===== src/rtl/regfile_mp.sv =====
// regfile_mp: multi-port register file with write bypass, optional hardwired zero and busy scoreboard
module regfile_mp #(
  parameter int DATA_W   = 16,
  parameter int ADDR_W   = 4,
  parameter int ZERO_REG = 1,
  parameter int BYPASS   = 1
) (
  input  logic              CLK,
  input  logic              RESET,
  input  logic              RegWre0,
  input  logic [ADDR_W-1:0] WAddr0,
  input  logic [DATA_W-1:0] WData0,
  input  logic              RegWre1,
  input  logic [ADDR_W-1:0] WAddr1,
  input  logic [DATA_W-1:0] WData1,
  input  logic [ADDR_W-1:0] RAddr1,
  input  logic [ADDR_W-1:0] RAddr2,
  output logic [DATA_W-1:0] ReadData1,
  output logic [DATA_W-1:0] ReadData2,
  input  logic              MarkBusy,
  input  logic [ADDR_W-1:0] MarkAddr,
  output logic              Busy1,
  output logic              Busy2
);
  localparam int DEPTH = 1 << ADDR_W;
  localparam bit ZR = ZERO_REG != 0;
  localparam bit BP = BYPASS != 0;

  logic [DATA_W-1:0] regs_q [DEPTH];
  logic [DATA_W-1:0] regs_d [DEPTH];
  logic [DEPTH-1:0]  busy_q, busy_d;
  logic              we0, we1, mark;

  // bypassed/zero-forced read of one address
  function automatic logic [DATA_W-1:0] rd_data(input logic [ADDR_W-1:0] a);
    return (ZR && a == '0) ? '0 :
           (BP && RegWre1 && WAddr1 == a) ? WData1 :
           (BP && RegWre0 && WAddr0 == a) ? WData0 : regs_q[a];
  endfunction

  // busy of one address; a pending write hides it unless a mark to it is also pending
  function automatic logic rd_busy(input logic [ADDR_W-1:0] a);
    return (ZR && a == '0) ? 1'b0 :
           (BP && ((RegWre1 && WAddr1 == a) || (RegWre0 && WAddr0 == a)) &&
            !(MarkBusy && MarkAddr == a)) ? 1'b0 : busy_q[a];
  endfunction

  // effective enables: register 0 swallows writes and marks when hardwired
  always_comb begin
    we0  = RegWre0 && !(ZR && WAddr0 == '0);
    we1  = RegWre1 && !(ZR && WAddr1 == '0);
    mark = MarkBusy && !(ZR && MarkAddr == '0);
  end

  // next state: port 1 overrides port 0, mark overrides the write-clear
  always_comb begin
    regs_d = regs_q;
    busy_d = busy_q;
    if (we0) begin
      regs_d[WAddr0] = WData0;
      busy_d[WAddr0] = 1'b0;
    end
    if (we1) begin
      regs_d[WAddr1] = WData1;
      busy_d[WAddr1] = 1'b0;
    end
    if (mark) busy_d[MarkAddr] = 1'b1;
  end

  // state registers, cleared asynchronously
  always_ff @(posedge CLK or negedge RESET) begin
    if (!RESET) begin
      regs_q <= '{default: '0};
      busy_q <= '0;
    end else begin
      regs_q <= regs_d;
      busy_q <= busy_d;
    end
  end

  // combinational read and busy ports
  always_comb begin
    ReadData1 = rd_data(RAddr1);
    ReadData2 = rd_data(RAddr2);
    Busy1     = rd_busy(RAddr1);
    Busy2     = rd_busy(RAddr2);
  end
endmodule


===== config.mk =====
export PLATFORM = sky130hd
export DESIGN_NAME = regfile_mp
export DESIGN_NICKNAME = d
export VERILOG_FILES = /design/src/rtl/regfile_mp.sv
export SDC_FILE = /design/constraint.sdc
export NUM_CORES = 1
export LEC_CHECK = 0
export ABC_CLOCK_PERIOD_IN_PS = 6300
export BUFFER_PORTS_ARGS = -buffer_cell sky130_fd_sc_hd__buf_2
export CAP_MARGIN = 20
export CORE_MARGIN = 2
export CORE_UTILIZATION = 45
export DETAILED_ROUTE_END_ITERATION = 12
export SETUP_SLACK_MARGIN = 0.3
export SLEW_MARGIN = 20
export SYNTH_ARGS = -nofsm -noshare
export SYNTH_HDL_FRONTEND = slang
export SYNTH_SLANG_ARGS = --single-unit

===== constraint.sdc =====
create_clock -name CLK -period 6.3 [get_ports CLK]
set_input_delay 1.26 -clock CLK [delete_from_list [all_inputs] [get_ports CLK]]
set_output_delay 1.26 -clock CLK [all_outputs]
set_load 0.01 [all_outputs]

Word-level counts from Yosys, hierarchy flattened
Cells that the tools add are included.

operators by class
  reduce and logical (&&, ||, !) cells = 28
  bitwise gates (word level) = 9
  magnitude comparators = 14
  eq/ne operators = 6
  multiplexer cells = 37

operators by type and width
  cell                                                         count
  bitwise mux 256 bit                                          2
  2-to-1 mux 256 bit                                           2
  2-to-1 mux 16 bit                                            15
  binary-select mux 16 bit (select 4 bit)                      2
  demux 16 bit (select 4 bit)                                  2
  AND 16 bit                                                   2
  inverter 16 bit                                              2
  less-than comparator 4 x 5 -> 1 bit (second input constant)  5
  == test 4 bit                                                6
  >= comparator 5 bit (second input constant)                  4
  zero test 4 bit                                              5
  inverter 4 -> 5 bit                                          4
  logical AND 1 bit                                            16
  OR 16 bit                                                    1
  demux 1 bit (select 4 bit)                                   3
  >= comparator 4 x 1 -> 1 bit (second input constant)         3
  less-than comparator 5 x 1 -> 1 bit (second input constant)  2
  2-to-1 mux 1 bit                                             9
  binary-select mux 1 bit (select 4 bit)                       2
  zero test 1 bit                                              5
  logical OR 1 bit                                             2

word-level totals
  flip-flop bits (word level) = 272
  input port bits = 57
  output and inout bits = 34
  word-level logic and storage cells = 111

Logic depth before layout (Yosys ltp)
Gate-level depths: netlist of run 1.

  word-level depth = 11
  mapped depth = 9
  depth with buffers taken out = 5

Worst setup path before layout of run 1
No wires, ideal clock.

  kind = in2out
  start point = input RAddr1[3]
  end point = output ReadData1[10]
  data required time = 5.040 ns
  buffers on the path = 3
  slack = 2.370 ns
  data arrival time = 2.670 ns
  stages = 8
  cells stage by stage = buf_2 xor2_1 nor3_1 and3_1 buf_2 buf_2 nor4_2 nor3_1

on the way
  word-level cells in the longest chain between the ends = 7
  elaborated cells on any way between the ends = 12
  classes of those cells = eq/ne: 2; mux: 6; bitwise: 1; reduce/logical: 3

ends and longest elaborated chain
  element                                               RTL line  RTL
  from (decl)                                           16        input logic [ADDR_W-1:0] RAddr1,
  inverter 4 -> 5 bit (implied by the code)             38        (BP && RegWre0 && WAddr0 == a) ? WData0 : regs_q[a];
  binary-select mux 16 bit (select 4 bit)               38
  2-to-1 mux 16 bit (implied by the code) (2 in a row)  38
  2-to-1 mux 16 bit                                     38
  2-to-1 mux 16 bit                                     37        (BP && RegWre1 && WAddr1 == a) ? WData1 :
  2-to-1 mux 16 bit (*)                                 36        return (ZR && a == '0) ? '0 :
  to (decl)                                             18        output logic [DATA_W-1:0] ReadData1,

Mark *: on every way between the ends. The rest lies on a longest branch, timed or not. The select of a mux whose other input is x is not followed.

Worst setup path after layout of run 1
  start point = input RAddr2[0]
  end point = output ReadData2[14]

on the way
  word-level cells in the longest chain between the ends = 7
  elaborated cells on any way between the ends = 12
  classes of those cells = eq/ne: 2; mux: 6; bitwise: 1; reduce/logical: 3

ends and longest elaborated chain
  element                                               RTL line  RTL
  from (decl)                                           17        input logic [ADDR_W-1:0] RAddr2,
  inverter 4 -> 5 bit (implied by the code)             38
  binary-select mux 16 bit (select 4 bit)               38
  2-to-1 mux 16 bit (implied by the code) (2 in a row)  38
  2-to-1 mux 16 bit                                     38
  2-to-1 mux 16 bit                                     37
  2-to-1 mux 16 bit (*)                                 36
  to (decl)                                             19        output logic [DATA_W-1:0] ReadData2,

Marked as above.

==> results of run 1 <==
## power groups by stage
stage          Sequential [mW]  Clock [mW]  Combinational [mW]
5_1_grt                   2.54        1.83                1.76
4_1_cts                   2.47        1.76                1.61
6_report                  2.49        1.75                1.63
2_1_floorplan             2.39           0                1.21
3_5_place_dp              2.50           0                1.61
3_3_place_gp              2.47           0                1.58
## worst max-delay path: cells and delay by family
kind,cells,cell delay [ps]
and+or+nand+nor,4,1540
buffers and inverters,3,970
AOI/OAI and AO/OA,1,350
## metal layers
layer / vias to the layer above / global-route usage, % / part of all wire (%)
met5: - / 0 / 0
met4: 0 / 9.343 / 3.0
met2: 866 / 45.25 / 44
li1: 6498 / - / -
met3: 126 / 6.713 / 11
met1: 7352 / 45.30 / 43
## metrics by stage
step           total power, mW  instances  util (%)  instance area (um^2)
2_1_floorplan            3.596       1852         -                 18140
3_3_place_gp             4.058       2277     46.60                 18510
3_5_place_dp             4.105       2277     46.60                 18510
4_1_cts                  5.846       2329     48.95                 19450
5_1_grt                  6.125       2331     48.96                 19450
6_report                 5.866       2332     48.97                 19460
## cell type report
type,count,share of cell area [%]
inverters,4,0.07717
diodes,3,0.03859
flip-flops and latches,271,34.86
clock buffers,47,4.450
well taps,525,3.376
clock inverters,5,0.3537
multi-input cells,1343,52.54
repair buffers,134,4.309
## sequential cells by signal, summed over array words and instances, names as in the netlist
register	cells
busy_q	15
regs_q	256
## final timing paths
path / from / to / slack, ps / cells after the start
worst max-delay path: RAddr2[0] / ReadData2[14] / 890 / 8
worst min-delay path: regs_q[243] / regs_q[243] / 390 / 0
worst max register to register: regs_q[209] / regs_q[209] / 5480 / 2
worst min register to register: regs_q[243] / regs_q[243] / 390 / 0
max in group asynchronous: RESET / regs_q[228] / 4250 / 2
min in group asynchronous: RESET / regs_q[17] / 660 / 1
## cell usage in the layout, fill, tap and decap left out, drive strengths merged, types with 6 or more instances in the layout
cell type | synthesis | layout
nor3 | 70 | 70
xnor2 | 6 | 6
mux2i | 259 | 259
nand2b | 6 | 6
mux4 | 101 | 101
and3 | 7 | 7
o21ai | 141 | 141
clkbuf | 139 | 47
nor2 | 239 | 239
nand2 | 130 | 130
xor2 | 18 | 18
o22ai | 32 | 32
nor4 | 34 | 34
mux2 | 67 | 67
a21oi | 193 | 193
nand3 | 10 | 10
dfrtp | 271 | 271
buf | 95 | 134
## logic make-up after synthesis
family | count (synthesis) | synth area share [%]
buffers and inverters | 238 | 6.387
AOI/OAI and AO/OA | 377 | 10.88
xor gates and xnor gates | 24 | 1.159
DFF | 271 | 37.38
muxes | 427 | 31.03
and+or+nand+nor | 515 | 13.17
## cells in the mapped netlist, types with 2 or more instances
library cell	count
sky130_fd_sc_hd__a21oi_1	193
sky130_fd_sc_hd__a32o_1	5
sky130_fd_sc_hd__and2_1	2
sky130_fd_sc_hd__and3_1	7
sky130_fd_sc_hd__buf_1	6
sky130_fd_sc_hd__buf_2	56
sky130_fd_sc_hd__buf_4	21
sky130_fd_sc_hd__buf_6	11
sky130_fd_sc_hd__clkbuf_1	125
sky130_fd_sc_hd__clkbuf_2	14
sky130_fd_sc_hd__dfrtp_1	271
sky130_fd_sc_hd__inv_1	3
sky130_fd_sc_hd__mux2_2	67
sky130_fd_sc_hd__mux2i_1	259
sky130_fd_sc_hd__mux4_1	2
sky130_fd_sc_hd__mux4_2	99
sky130_fd_sc_hd__nand2_1	130
sky130_fd_sc_hd__nand2b_1	6
sky130_fd_sc_hd__nand3_1	9
sky130_fd_sc_hd__nand3b_4	2
sky130_fd_sc_hd__nor2_1	230
sky130_fd_sc_hd__nor2_2	3
sky130_fd_sc_hd__nor2_4	6
sky130_fd_sc_hd__nor2b_1	5
sky130_fd_sc_hd__nor3_1	70
sky130_fd_sc_hd__nor3b_1	4
sky130_fd_sc_hd__nor4_1	20
sky130_fd_sc_hd__nor4_2	14
sky130_fd_sc_hd__o21ai_0	141
sky130_fd_sc_hd__o22ai_1	32
sky130_fd_sc_hd__or3_1	3
sky130_fd_sc_hd__or4_4	2
sky130_fd_sc_hd__xnor2_1	6
sky130_fd_sc_hd__xor2_1	18
==> impl_metrics.xml, run 1 <==
<?xml version="1.0" encoding="UTF-8"?>
<metrics>
  <group name="setup_path">
    <metric name="critical_path.cell_chain" unit="">buf_2 &gt; buf_4 &gt; nand2b_1 &gt; o22ai_1 &gt; nor2_1 &gt; nor4_1 &gt; nor3_1 &gt; buf_2</metric>
    <metric name="timing.critical_path.mode_cell" unit="">sky130_fd_sc_hd__buf_2</metric>
    <metric name="cp_data_arrival_time" unit="ps">4150</metric>
    <metric name="critPathMaxFanout" unit="">16</metric>
    <metric name="timing.setup.critical_path_class" unit="">input pin to primary output</metric>
    <metric name="worst_setup_path_start_kind" unit="">input pin</metric>
    <metric name="end_kind" unit="">primary output</metric>
    <metric name="timing.critical_path.slowest_stage_cell" unit="">sky130_fd_sc_hd__nor4_1</metric>
    <metric name="largest_stage_delay_worst_path" unit="ps">740</metric>
    <metric name="critical_path_required" unit="ps">5040</metric>
  </group>
  <group name="power_and_ir_drop">
    <metric name="cell_internal_pwr" unit="mW">3.955</metric>
    <metric name="power.sequential.fraction" unit="%">42.4</metric>
    <metric name="power_switching" unit="mW">1.910</metric>
    <metric name="p_per_area" unit="nW/um^2">301.5</metric>
    <metric name="pwr-share-clk" unit="%">29.8</metric>
    <metric name="leakagePower" unit="nW">8.025</metric>
    <metric name="power.combinational.fraction" unit="%">27.8</metric>
    <metric name="swShare" unit="%">32.57</metric>
    <metric name="ir_worst_vdd" unit="mV">0.2216</metric>
  </group>
  <group name="timing">
    <metric name="final.min_clock_period" unit="ps">5408</metric>
    <metric name="tightest_hold_margin" unit="ps">391.5</metric>
    <metric name="final_hold_viol_count" unit="">0</metric>
    <metric name="maxClockFrequency" unit="GHz">0.1849</metric>
    <metric name="grt_setup_unrepaired" unit="">no</metric>
    <metric name="slew_violations" unit="">0</metric>
    <metric name="setup_violations" unit="">0</metric>
    <metric name="finalClockSkew" unit="ps">0</metric>
    <metric name="max_slew.worst_pin.slew" unit="ps">1166</metric>
    <metric name="postLayoutSetupSlackWorst" unit="ps">892.0</metric>
    <metric name="finalCritPeriodShare" unit="%">85.84</metric>
    <metric name="setup_tns" unit="ps">0</metric>
    <metric name="slew_headroom" unit="%">22.06</metric>
  </group>
  <group name="synthesis">
    <metric name="synth.yosys.seq_area_share" unit="%">37.38</metric>
    <metric name="dominantRegCellSynth" unit="">sky130_fd_sc_hd__dfrtp_1</metric>
    <metric name="synth_enable_flop_cells" unit="">0</metric>
    <metric name="netlist.top_cell.by_area" unit="">sky130_fd_sc_hd__dfrtp_1</metric>
    <metric name="synth.cell_area" unit="um^2">18140</metric>
    <metric name="number_of_warning_messages_in_the_yosys_log" unit="">0</metric>
    <metric name="syn_inst" unit="">1852</metric>
    <metric name="synth.distinct_cells" unit="">44</metric>
    <metric name="synth_area_leaders" unit="">sky130_fd_sc_hd__dfrtp_1 37%, sky130_fd_sc_hd__mux2i_1 14%, sky130_fd_sc_hd__mux4_2 12%, sky130_fd_sc_hd__a21oi_1 5.3%, sky130_fd_sc_hd__nor2_1 4.8%</metric>
    <metric name="ys_seq_elements" unit="">271</metric>
    <metric name="mappedNetlistNets" unit="">1909</metric>
    <metric name="ys_async_sr_fraction" unit="%">100.0</metric>
    <metric name="synthesis.area_per_instance" unit="um^2">9.795</metric>
    <metric name="synth.top_cell.area_share" unit="%">37.38</metric>
  </group>
  <group name="floorplanning">
    <metric name="die_x" unit="um">204.8</metric>
    <metric name="effective_utilization_at_floorplan" unit="%">45.66</metric>
    <metric name="die_h" unit="um">204.8</metric>
    <metric name="io_pins" unit="">91</metric>
    <metric name="core-area" unit="um^2">39730</metric>
    <metric name="dieArea" unit="um^2">41930</metric>
    <metric name="floorplan.rows" unit="">73</metric>
  </group>
  <group name="cts">
    <metric name="clockRootBuffer" unit="">sky130_fd_sc_hd__clkbuf_16</metric>
    <metric name="clock_latency" unit="ps">600</metric>
    <metric name="cts_setup_buffers" unit="">0</metric>
    <metric name="cts_made_buffers" unit="">31</metric>
    <metric name="cts_hold_repair_buffers" unit="">0</metric>
    <metric name="cts-resized-gates" unit="">0</metric>
    <metric name="clock_sink_count" unit="">271</metric>
    <metric name="cts-htree-levels" unit="">1</metric>
    <metric name="tritoncts" unit="">yes</metric>
    <metric name="cts_max_path_buffers" unit="">3</metric>
    <metric name="clkSlewWorstSetupHoldPaths" unit="ps">60</metric>
  </group>
  <group name="global_route">
    <metric name="antenna_found_initial" unit="">3</metric>
    <metric name="grt_start_max_net_pins" unit="">123</metric>
    <metric name="grt_pass1_wl" unit="um">95790</metric>
    <metric name="global_route.overflow_total" unit="">0</metric>
    <metric name="grt_pass1_vias" unit="">14229</metric>
    <metric name="track_usage" unit="%">30.78</metric>
  </group>
  <group name="layout">
    <metric name="post_route_cells_drive_above_1_share" unit="%">20.68</metric>
    <metric name="filler_cell_count" unit="">3694</metric>
    <metric name="area.sequential" unit="um^2">6782</metric>
    <metric name="area_delta_synth_final" unit="%">7.249</metric>
    <metric name="multi_input_gate_area_in_the_final_layout" unit="um^2">10220</metric>
    <metric name="num-nets-final" unit="">1842</metric>
  </group>
  <group name="detailed_routing">
    <metric name="detailroute.via_count" unit="">14842</metric>
    <metric name="first_iter_violations" unit="">2077</metric>
    <metric name="first_pass_iters" unit="">7</metric>
    <metric name="route.detailed.wl_per_inst" unit="um">27.56</metric>
    <metric name="drt_drc_violations_left" unit="">0</metric>
    <metric name="antenna_left" unit="">0</metric>
    <metric name="wl" unit="um">64270</metric>
    <metric name="drt_via_density" unit="">6.364</metric>
  </group>
  <group name="hold_path">
    <metric name="min-delay-path-class" unit="">flop to flop</metric>
  </group>
  <group name="placed_design">
    <metric name="io_buffers" unit="">90</metric>
    <metric name="place.gp.congestion" unit="">0.9388</metric>
    <metric name="pre_cts_slack" unit="ps">1101</metric>
    <metric name="dp.final_hpwl" unit="um">39900</metric>
  </group>
  <group name="flow_run">
    <metric name="maxCapViolCount" unit="">0</metric>
  </group>
  <group name="run_status">
    <metric name="status" unit="">complete, no violations</metric>
  </group>
</metrics>
No activity file was read; power rests on OpenSTA's default activity.
==> run 2, diff against run 1 <==
Settings changed: GPL_TIMING_DRIVEN from default to 0.
==> impl_metrics.xml, run 2 (same netlist as run 1, synthesis figures left out) <==
<?xml version="1.0" encoding="UTF-8"?>
<metrics>
  <group name="layout">
    <metric name="biggestRegsByFlops" unit="">regs_q: 256 flops, busy_q: 15 flops</metric>
    <metric name="layoutNonFillerInstCount" unit="">2485</metric>
    <metric name="most-common-layout-cells" unit="">271 x sky130_fd_sc_hd__dfrtp_1, 259 x sky130_fd_sc_hd__mux2i_1, 230 x sky130_fd_sc_hd__nor2_1, 193 x sky130_fd_sc_hd__a21oi_1, 141 x sky130_fd_sc_hd__o21ai_0</metric>
    <metric name="postLayoutCoreUtil" unit="%">50.86</metric>
    <metric name="post_route_cells_drive_above_1_share" unit="%">20.26</metric>
    <metric name="filler_cell_count" unit="">3734</metric>
    <metric name="largest_register_ff_count" unit="">256</metric>
    <metric name="antenna_diodes" unit="">0</metric>
    <metric name="num-nets-final" unit="">1993</metric>
    <metric name="largest_register" unit="">regs_q</metric>
    <metric name="final_common_cell" unit="">sky130_fd_sc_hd__dfrtp_1</metric>
    <metric name="stdcell_area" unit="um^2">20210</metric>
    <metric name="area_delta_synth_final" unit="%">11.39</metric>
  </group>
  <group name="global_route">
    <metric name="gr-usage-met2" unit="%">53.13</metric>
    <metric name="grt-busiest-layer" unit="">met2</metric>
    <metric name="grt.met1_usage" unit="%">47.52</metric>
    <metric name="antenna_found_initial" unit="">2</metric>
    <metric name="grt_start_max_net_pins" unit="">82</metric>
    <metric name="global_route.usage.met3" unit="%">8.543</metric>
    <metric name="global_route.overflow_total" unit="">0</metric>
    <metric name="track_usage" unit="%">34.96</metric>
    <metric name="grt_pass1_vias" unit="">15610</metric>
    <metric name="grt_pass1_wl" unit="um">105600</metric>
  </group>
  <group name="setup_path">
    <metric name="critPathMaxFanout" unit="">10</metric>
    <metric name="end_kind" unit="">primary output</metric>
    <metric name="timing.setup.critical_path_class" unit="">input pin to primary output</metric>
    <metric name="rrSetupSlack" unit="ps">5450</metric>
    <metric name="crit_family" unit="">buffers and inverters</metric>
    <metric name="cp_data_arrival_time" unit="ps">3880</metric>
    <metric name="worst_setup_path_start_kind" unit="">input pin</metric>
    <metric name="timing.critical_path.mode_cell" unit="">sky130_fd_sc_hd__clkbuf_1</metric>
    <metric name="timing.critical_path.slowest_stage_cell" unit="">sky130_fd_sc_hd__clkbuf_1</metric>
    <metric name="critical_path.cell_chain" unit="">buf_4 &gt; nand2b_1 &gt; clkbuf_1 &gt; clkbuf_1 &gt; o22ai_1 &gt; nor2_1 &gt; nor4_2 &gt; nor3_1 &gt; buf_2</metric>
    <metric name="cp.buffers_inverters" unit="">4</metric>
    <metric name="critical_path_required" unit="ps">5040</metric>
    <metric name="largest_stage_delay_worst_path" unit="ps">630</metric>
  </group>
  <group name="timing">
    <metric name="slew_violations" unit="">0</metric>
    <metric name="finalClockSkew" unit="ps">0</metric>
    <metric name="postLayoutSetupSlackWorst" unit="ps">1157</metric>
    <metric name="finalCritPeriodShare" unit="%">81.64</metric>
    <metric name="max_slew.worst_pin.slew" unit="ps">1073</metric>
    <metric name="final.min_clock_period" unit="ps">5143</metric>
    <metric name="slew_headroom" unit="%">28.29</metric>
    <metric name="grt_setup_unrepaired" unit="">no</metric>
    <metric name="maxClockFrequency" unit="GHz">0.1944</metric>
    <metric name="tightest_hold_margin" unit="ps">481.5</metric>
    <metric name="final_hold_viol_count" unit="">0</metric>
    <metric name="setup_violations" unit="">0</metric>
    <metric name="setup_tns" unit="ps">0</metric>
  </group>
  <group name="cts">
    <metric name="cts_hold_repair_buffers" unit="">0</metric>
    <metric name="cts_setup_buffers" unit="">0</metric>
    <metric name="clock_sink_count" unit="">271</metric>
    <metric name="clock_latency" unit="ps">540</metric>
    <metric name="clkSlewWorstSetupHoldPaths" unit="ps">50</metric>
    <metric name="cts-resized-gates" unit="">0</metric>
    <metric name="cts-htree-levels" unit="">2</metric>
    <metric name="cts_made_buffers" unit="">34</metric>
    <metric name="cts_max_path_buffers" unit="">3</metric>
    <metric name="clockRootBuffer" unit="">sky130_fd_sc_hd__clkbuf_16</metric>
    <metric name="tritoncts" unit="">yes</metric>
  </group>
  <group name="power_and_ir_drop">
    <metric name="ir_worst_vdd" unit="mV">0.1839</metric>
    <metric name="cell_internal_pwr" unit="mW">4.130</metric>
    <metric name="p_per_area" unit="nW/um^2">304.5</metric>
    <metric name="swShare" unit="%">32.88</metric>
    <metric name="power_switching" unit="mW">2.023</metric>
    <metric name="power.total" unit="mW">6.153</metric>
    <metric name="pwr-share-clk" unit="%">31.7</metric>
    <metric name="power.sequential.fraction" unit="%">41.0</metric>
    <metric name="leakagePower" unit="nW">8.360</metric>
    <metric name="power.combinational.fraction" unit="%">27.3</metric>
  </group>
  <group name="detailed_routing">
    <metric name="detailroute.via_count" unit="">16123</metric>
    <metric name="antenna_left" unit="">0</metric>
    <metric name="route.detailed.wl_per_inst" unit="um">29.25</metric>
    <metric name="first_iter_violations" unit="">2030</metric>
    <metric name="drt_drc_violations_left" unit="">0</metric>
    <metric name="first_pass_iters" unit="">6</metric>
    <metric name="drt_via_density" unit="">6.488</metric>
    <metric name="wl" unit="um">72700</metric>
  </group>
  <group name="run_status">
    <metric name="status" unit="">complete, no violations</metric>
  </group>
  <group name="placed_design">
    <metric name="place_area" unit="um^2">19130</metric>
    <metric name="dpl.cell_count" unit="">2425</metric>
    <metric name="pre_cts_slack" unit="ps">1346</metric>
    <metric name="dp.final_hpwl" unit="um">53190</metric>
    <metric name="place.gp.congestion" unit="">0.9997</metric>
    <metric name="io_buffers" unit="">45</metric>
  </group>
  <group name="floorplanning">
    <metric name="dieArea" unit="um^2">41930</metric>
    <metric name="die_x" unit="um">204.8</metric>
    <metric name="core-area" unit="um^2">39730</metric>
    <metric name="io_pins" unit="">91</metric>
    <metric name="die_h" unit="um">204.8</metric>
    <metric name="effective_utilization_at_floorplan" unit="%">45.66</metric>
    <metric name="floorplan.rows" unit="">73</metric>
  </group>
  <group name="flow_run">
    <metric name="maxCapViolCount" unit="">0</metric>
  </group>
  <group name="hold_path">
    <metric name="min-delay-path-class" unit="">flop to flop</metric>
  </group>
</metrics>
run 2: changes by cell type in the layout (fill, tap and decap cells not counted), sizes merged:
cell    before  now
clkinv       3    7
clkbuf      47  193
bufinv       1    0
buf        134  143
diode        3    0
inv          5    3
run 2: routing by layer:
| layer | up-vias | routed length (um) |
|---|---|---|
| li1 | 6811 | - |
| met1 | 8030 | 28990 |
| met2 | 1073 | 32420 |
| met3 | 205 | 8066 |
| met4 | 4 | 3200 |
| met5 | - | 27 |
run 2: layout make-up:
type                    instances  area (um^2)  share of cell area, %
clock inverters                 6        30.03                 0.1486
well taps                     525        656.9                  3.251
flip-flops and latches        271         6782                  33.56
plain buffers                 234         1144                  5.659
clock buffers                  54         1050                  5.195
multi-input cells            1343        10210                  50.54
inverters                       4        15.01                0.07430
repair buffers                 48        317.8                  1.573
run 2: power groups by stage:
stage	combinational, mW	clock [mW]	sequential (mW)
floorplan	1.21	0	2.39
global placement	1.60	0	2.50
detailed placement	1.64	0	2.54
CTS	1.65	1.95	2.51
global route	1.79	2.05	2.56
finish	1.68	1.95	2.52
run 2: worst paths after layout:
| path | start | end | cells after the start |
|---|---|---|---|
| max | RAddr1[0] | ReadData1[6] | 9 |
| min | regs_q[246] | regs_q[246] | 1 |
| max reg2reg | regs_q[113] | regs_q[113] | 2 |
| min reg2reg | regs_q[246] | regs_q[246] | 1 |
| max in group asynchronous | RESET | regs_q[230] | 3 |
| min in group asynchronous | RESET | regs_q[33] | 1 |
run 2: worst register-to-register path, stage by stage (launching register included):
cell and delay, ps:
sky130_fd_sc_hd__dfrtp_1 410, sky130_fd_sc_hd__mux2i_1 150, sky130_fd_sc_hd__o21ai_0 130
